## config.mk

```make
export PLATFORM = sky130hd
export DESIGN_NAME = mux153_rr_arbiter
export DESIGN_NICKNAME = d
export VERILOG_FILES = /design/src/rtl/ttl_mux_ctrl_pkg.sv /design/src/rtl/mux153_rr_arbiter_rr_pick.sv /design/src/rtl/mux153_rr_arbiter.sv
export SDC_FILE = /design/constraint.sdc
export NUM_CORES = 1
export LEC_CHECK = 0
export BUFFER_PORTS_ARGS = -buffer_cell sky130_fd_sc_hd__buf_2
export CAP_MARGIN = 20
export CORE_MARGIN = 3
export CORE_UTILIZATION = 25
export CTS_BUF_LIST = sky130_fd_sc_hd__clkbuf_16
export CTS_CLUSTER_DIAMETER = 100
export DETAILED_ROUTE_END_ITERATION = 16
export GPL_TIMING_DRIVEN = 0
export PLACE_DENSITY_LB_ADDON = 0.12
export RECOVER_POWER = 100
export SETUP_SLACK_MARGIN = 0.4
export SLEW_MARGIN = 15
export SYNTH_ARGS = -nofsm -noshare
export SYNTH_HDL_FRONTEND = slang
export SYNTH_SLANG_ARGS = --single-unit
export TNS_END_PERCENT = 100
```

## constraint.sdc

```tcl
create_clock -name clk -period 1.7 [get_ports clk]
set_input_delay 0.085 -clock clk [delete_from_list [all_inputs] [get_ports clk]]
set_output_delay 0.085 -clock clk [all_outputs]
set_load 0.005 [all_outputs]
```

## src/rtl/ttl_mux_ctrl_pkg.sv

```systemverilog
// Shared definitions for TTL-style mux controllers: FSM state encoding and
// a width helper that never returns a zero-width counter.
package ttl_mux_ctrl_pkg;

  typedef enum logic [1:0] {
    ST_IDLE  = 2'd0,
    ST_SETUP = 2'd1,
    ST_GRANT = 2'd2
  } state_e;

  // Bits needed to hold values 0..n-1, with a minimum of one bit.
  function automatic int rr_width(input int n);
    return (n <= 2) ? 1 : $clog2(n);
  endfunction

endpackage

```

## src/rtl/mux153_rr_arbiter_rr_pick.sv

```systemverilog
// Rotating-priority encoder: finds the first asserted request searching
// upward from last+1 with wrap-around.
module rr_pick
  import ttl_mux_ctrl_pkg::*;
#(
  parameter  int WIDTH     = 4,
  localparam int SEL_WIDTH = $clog2(WIDTH)
) (
  input  logic [WIDTH-1:0]     req,
  input  logic [SEL_WIDTH-1:0] last,
  output logic                 any,
  output logic [SEL_WIDTH-1:0] idx
);

  logic [SEL_WIDTH-1:0] cand;

  // WIDTH is a power of two, so the select-width add wraps naturally.
  always_comb begin
    any  = 1'b0;
    idx  = '0;
    cand = '0;
    for (int i = 1; i <= WIDTH; i++) begin
      cand = last + SEL_WIDTH'(i);
      if (!any && req[cand]) begin
        any = 1'b1;
        idx = cand;
      end
    end
  end

endmodule

```

## src/rtl/mux153_rr_arbiter.sv

```systemverilog
// Round-robin sequencer for a shared 74x153-style dual 4:1 mux: the select
// only moves while both halves are disabled, so outputs never glitch.
module mux153_rr_arbiter
  import ttl_mux_ctrl_pkg::*;
#(
  parameter  int WIDTH     = 4,
  parameter  int SETUP_CYC = 1,
  parameter  int HOLD_MAX  = 16,
  localparam int SEL_WIDTH = $clog2(WIDTH)
) (
  input  logic                 clk,
  input  logic                 rst_n,
  input  logic [WIDTH-1:0]     req,
  input  logic [1:0]           half_en,
  output logic [WIDTH-1:0]     gnt,
  output logic [SEL_WIDTH-1:0] A_B,
  output logic                 G1_n,
  output logic                 G2_n,
  output logic                 busy
);

  localparam int SCW = rr_width(SETUP_CYC + 1);
  localparam int HCW = rr_width(HOLD_MAX + 1);

  state_e               state_q;
  logic [WIDTH-1:0]     gnt_q;
  logic [SEL_WIDTH-1:0] ab_q;
  logic [SEL_WIDTH-1:0] last_q;
  logic                 g1n_q;
  logic                 g2n_q;
  logic [SCW-1:0]       setup_cnt_q;
  logic [HCW-1:0]       hold_cnt_q;

  logic                 pick_any;
  logic [SEL_WIDTH-1:0] pick_idx;
  logic                 req_k;
  logic                 setup_done;
  logic                 hold_done;

  rr_pick #(.WIDTH(WIDTH)) u_pick (
    .req  (req),
    .last (last_q),
    .any  (pick_any),
    .idx  (pick_idx)
  );

  // The current owner is always the input selected by A_B.
  assign req_k      = req[ab_q];
  assign setup_done = (int'(setup_cnt_q) >= SETUP_CYC - 1);
  assign hold_done  = (HOLD_MAX != 0) && (int'(hold_cnt_q) >= HOLD_MAX - 1);

  always_ff @(posedge clk) begin
    if (!rst_n) begin
      state_q     <= ST_IDLE;
      gnt_q       <= '0;
      ab_q        <= '0;
      last_q      <= SEL_WIDTH'(WIDTH - 1);
      g1n_q       <= 1'b1;
      g2n_q       <= 1'b1;
      setup_cnt_q <= '0;
      hold_cnt_q  <= '0;
    end else begin
      case (state_q)
        ST_IDLE: begin
          gnt_q <= '0;
          g1n_q <= 1'b1;
          g2n_q <= 1'b1;
          if (pick_any) begin
            ab_q        <= pick_idx;
            last_q      <= pick_idx;
            setup_cnt_q <= '0;
            state_q     <= ST_SETUP;
          end
        end
        ST_SETUP: begin
          if (!req_k) begin
            state_q <= ST_IDLE;
          end else if (setup_done) begin
            state_q    <= ST_GRANT;
            gnt_q      <= WIDTH'(1) << ab_q;
            g1n_q      <= ~half_en[0];
            g2n_q      <= ~half_en[1];
            hold_cnt_q <= '0;
          end else begin
            setup_cnt_q <= setup_cnt_q + SCW'(1);
          end
        end
        ST_GRANT: begin
          // Release always goes through IDLE before A_B may move.
          if (!req_k || hold_done) begin
            state_q <= ST_IDLE;
            gnt_q   <= '0;
            g1n_q   <= 1'b1;
            g2n_q   <= 1'b1;
          end else begin
            hold_cnt_q <= hold_cnt_q + HCW'(1);
            g1n_q      <= ~half_en[0];
            g2n_q      <= ~half_en[1];
          end
        end
        default: state_q <= ST_IDLE;
      endcase
    end
  end

  assign gnt  = gnt_q;
  assign A_B  = ab_q;
  assign G1_n = g1n_q;
  assign G2_n = g2n_q;
  assign busy = (state_q != ST_IDLE);

endmodule

```

==> out/summary.md <==
## Clocking
- clock latency on the worst-skew pair: 0.25 ns
- H-Tree Depth: 1
- TritonCTS buffer count: 3
- CTS tree: yes
- total number of clock tree sinks: 17
- Hold-fix buffers, CTS: 0
- root buffer cell: clkbuf_16
- clock buffer depth: 2
- clock input transition at the sequential cells of the worst setup and hold paths: 0.05 ns

## STA
- worst setup margin: -0.1056 ns
- number of pins exceeding their max-slew limit in the final report: 0
- final worst path period need: 1.806 ns
- RSZ-0062 raised after global routing: yes
- ratio of final minimum period to clock period: 106.2%
- worst relative slew slack: 64.51%
- highest attainable clock frequency: 553.8 MHz
- worst clock skew: 0.001110 ns
- Tightest Pin Transition: 0.5256 ns
- final number of setup-violating endpoints: 10
- final count of hold timing violations: 0
- worst hold margin: 0.1533 ns

## Floorplan
- die height: 69.95 um
- core box area: 0.003799 mm2
- DIE WIDTH: 69.95 um
- Initial Utilization: 26.91%
- die footprint: 0.004892 mm2
- I/O pin count: 17
- number of core rows: 22

## Power
- switch share: 30.45%
- Sequential Power Share: 35.2%
- internal power contribution: 953.1 uW
- power density normalized to cell area: 908.2 mW/mm2
- clock share of power: 34.5%
- total leakage power: 0.0005833 uW
- combinational group share of total power: 30.4%
- peak ir drop on the vdd network: 0.3607 mV
- Switch Pwr: 417.3 uW

## Routing
- average via count per standard cell: 5.135
- via total after detailed routing: 1027
- residual antenna-violating net count after detailed routing: 0
- average routed wire per standard cell: 14.33 um
- drt first pass iters: 4
- post-route DRC violation count: 0
- total detailed-routing wirelength: 2866 um
- number of DRC markers after the initial detailed-route iteration: 35

## Global routing
- via count of the first global-routing pass: 1060
- antenna violations before repair: 0
- grt ovf: 0
- global-route usage over all layers: 12.67%
- wire length of the first global-routing pass: 5023 um
- maximum number of pins on one net before global-route repair: 11

## Logic synthesis
- sequential element share of the synthesized area: 33.29%
- synthesis-stage register bit count: 17
- Yosys warnings: 0
- Post-Synthesis Cell Area: 0.001022 mm2
- Post-Synthesis Mean Instance Area: 8.590 um2
- Gate Count Post-Synth: 119
- post-synthesis net count: 133
- Cell variety after synth: 42

## Layout
- antenna cells: 0
- Net count, final: 167
- post-route cell area: 0.001509 mm2
- layout cell share with drive strength beyond 1: 42.11%
- synth-to-layout area growth: 47.61%
- most common cell after layout, fill and taps aside: buf_2
- most used cells in the layout excluding fill and tap cells: 13 x buf_2, 12 x dfxtp_1, 9 x buf_4, 8 x inv_1, 8 x nor2_1
- total of fill cells in the finished design: 405
- total area of multi-input combinational cells: 777.0 um2
- Sequential cell area: 351.6 um2

## Setup path
- type of destination of the critical path: flip-flop
- Worst Setup Start Kind: flip-flop
- Critical Setup Path Class: flip-flop to flip-flop
- data required time of the critical path: 1.86 ns
- largest driver fanout on the critical path: 5
- crit path DAT: 1.96 ns

## Placement
- count of port buffers added during placement: 16
- placed cell area: 0.001234 mm2
- setup slack after placement: -0.2160 ns
- weighted congestion at the end of routability-driven global placement: 0.7290
- placed wire-length estimate: 1961 um

## Status
- violations in the final reports: negative setup slack
- result of the run: complete, but fails checks

## Min path
- type of the most critical hold path: input port to flip-flop

## Job
- max-cap violation count: 0

[state kept, by name (all words and copies together), names as in the netlist]
| name | count |
|---|---|
| gnt | 4 |
| G2_n | 1 |
| last_q | 2 |
| state_q | 2 |
| A_B | 2 |
| G1_n | 1 |
| hold_cnt_q | 5 |
[layout make-up]
type                       instances  area share [%]
multi-input combinational         90           51.49
sequential                        17           23.30
timing repair buffer              29           12.02
clock buffer                       3           4.975
tap                               48           3.980
inverter                           9           2.239
buffer                             3           1.741
clock inverter                     1          0.2488
[kinds of logic (layout without fill, tap and decap cells)]
| group | Yosys count | in the layout | share of synthesized area (%) |
|---|---|---|---|
| compound gates | 36 | 36 | 23.50 |
| fa+ha+maj | 6 | 6 | 7.344 |
| simple gates | 42 | 42 | 22.65 |
| mux | 6 | 6 | 7.344 |
| buf+inv | 12 | 45 | 5.874 |
| flops | 17 | 17 | 33.29 |
[power by group through the flow]
| stage | logic, uW | registers [uW] | clock network (uW) |
|---|---|---|---|
| after CTS | 412 | 480 | 489 |
| after detailed placement | 324 | 485 | 0 |
| after floorplan | 226 | 478 | 0 |
| final | 416 | 482 | 472 |
| after global placement | 319 | 482 | 0 |
| after global routing | 457 | 490 | 513 |
[Yosys cell counts]
master	instances	area, um2
or3b_2	1	8.760
o211ai_1	3	22.52
o21ai_0	9	45.04
o32a_1	2	20.02
or4_1	1	7.510
mux4_2	1	22.52
mux2i_1	3	30.03
mux2_2	2	22.52
o22a_1	1	8.760
or2_2	1	6.260
nor3b_1	1	7.510
or2_4	1	8.760
inv_1	8	30.03
a21oi_1	10	50.05
buf_6	2	22.52
nand4b_1	1	8.760
a31oi_1	1	6.260
nand2_1	8	30.03
o41ai_1	2	17.52
and3b_1	1	8.760
and3_1	1	6.260
clkinv_1	1	3.750
a32oi_1	1	8.760
a221o_1	1	10.01
and4_4	1	11.26
nand2b_1	5	31.28
o211a_1	1	10.01
a211oi_1	1	7.510
or2b_1	1	7.510
dfxtp_1	17	340.3
nand4_1	2	12.51
nor3_1	3	15.01
nor4_1	1	6.260
o221ai_1	1	8.760
o31ai_1	1	7.510
a41oi_1	1	8.760
ha_1	6	75.07
nor2b_1	1	6.260
nor2_1	9	33.78
clkbuf_1	1	3.750
nand3_1	3	15.01
o311ai_0	1	8.760
[stage by stage]
stage               utilization (%)  setup TNS, ns  power, uW  instances
floorplan                         -        -0.3622      704.8        119
global placement              32.48        -0.9995      800.8        183
detailed placement            32.48         -1.132      809.5        183
CTS                           38.64        -0.7054       1381        197
global route                  39.72         -1.444       1460        200
finish                        39.72        -0.6316       1370        200
[layer usage]
layer / routed length, um / part of all wire [%] / track usage (%)
met1: 1292 / 45 / 15.41
met2: 1455 / 51 / 21.83
met3: 73 / 2.5 / 1.871
met4: 44 / 1.5 / 5.745
met5: 0 / 0 / 0
[final timing paths]
kind / from / end / slack, ns / cells after the start
min reg2reg: gnt[3] / gnt[3] / 0.47 / 2
max: A_B[0] / gnt[0] / -0.11 / 6
max reg2reg: A_B[0] / gnt[0] / -0.11 / 6
min: rst_n / gnt[1] / 0.15 / 3
[worst max-delay path, cell delays in order, from the launching register on]
cell and delay [ns]:
dfxtp_2 0.33, buf_6 0.10, mux4_2 0.51, and4_4 0.20
buf_6 0.13, or2_4 0.25, o41ai_2 0.20
[what timing repair did]
action / CTS / global route
gates resized for setup: 21 / 14
setup buffers: 9 / 3
pin swaps: 10 / 5
cloned: 1 / 0
setup endpoints to repair: 15 / 17
Power figures use the tool's default switching activity.
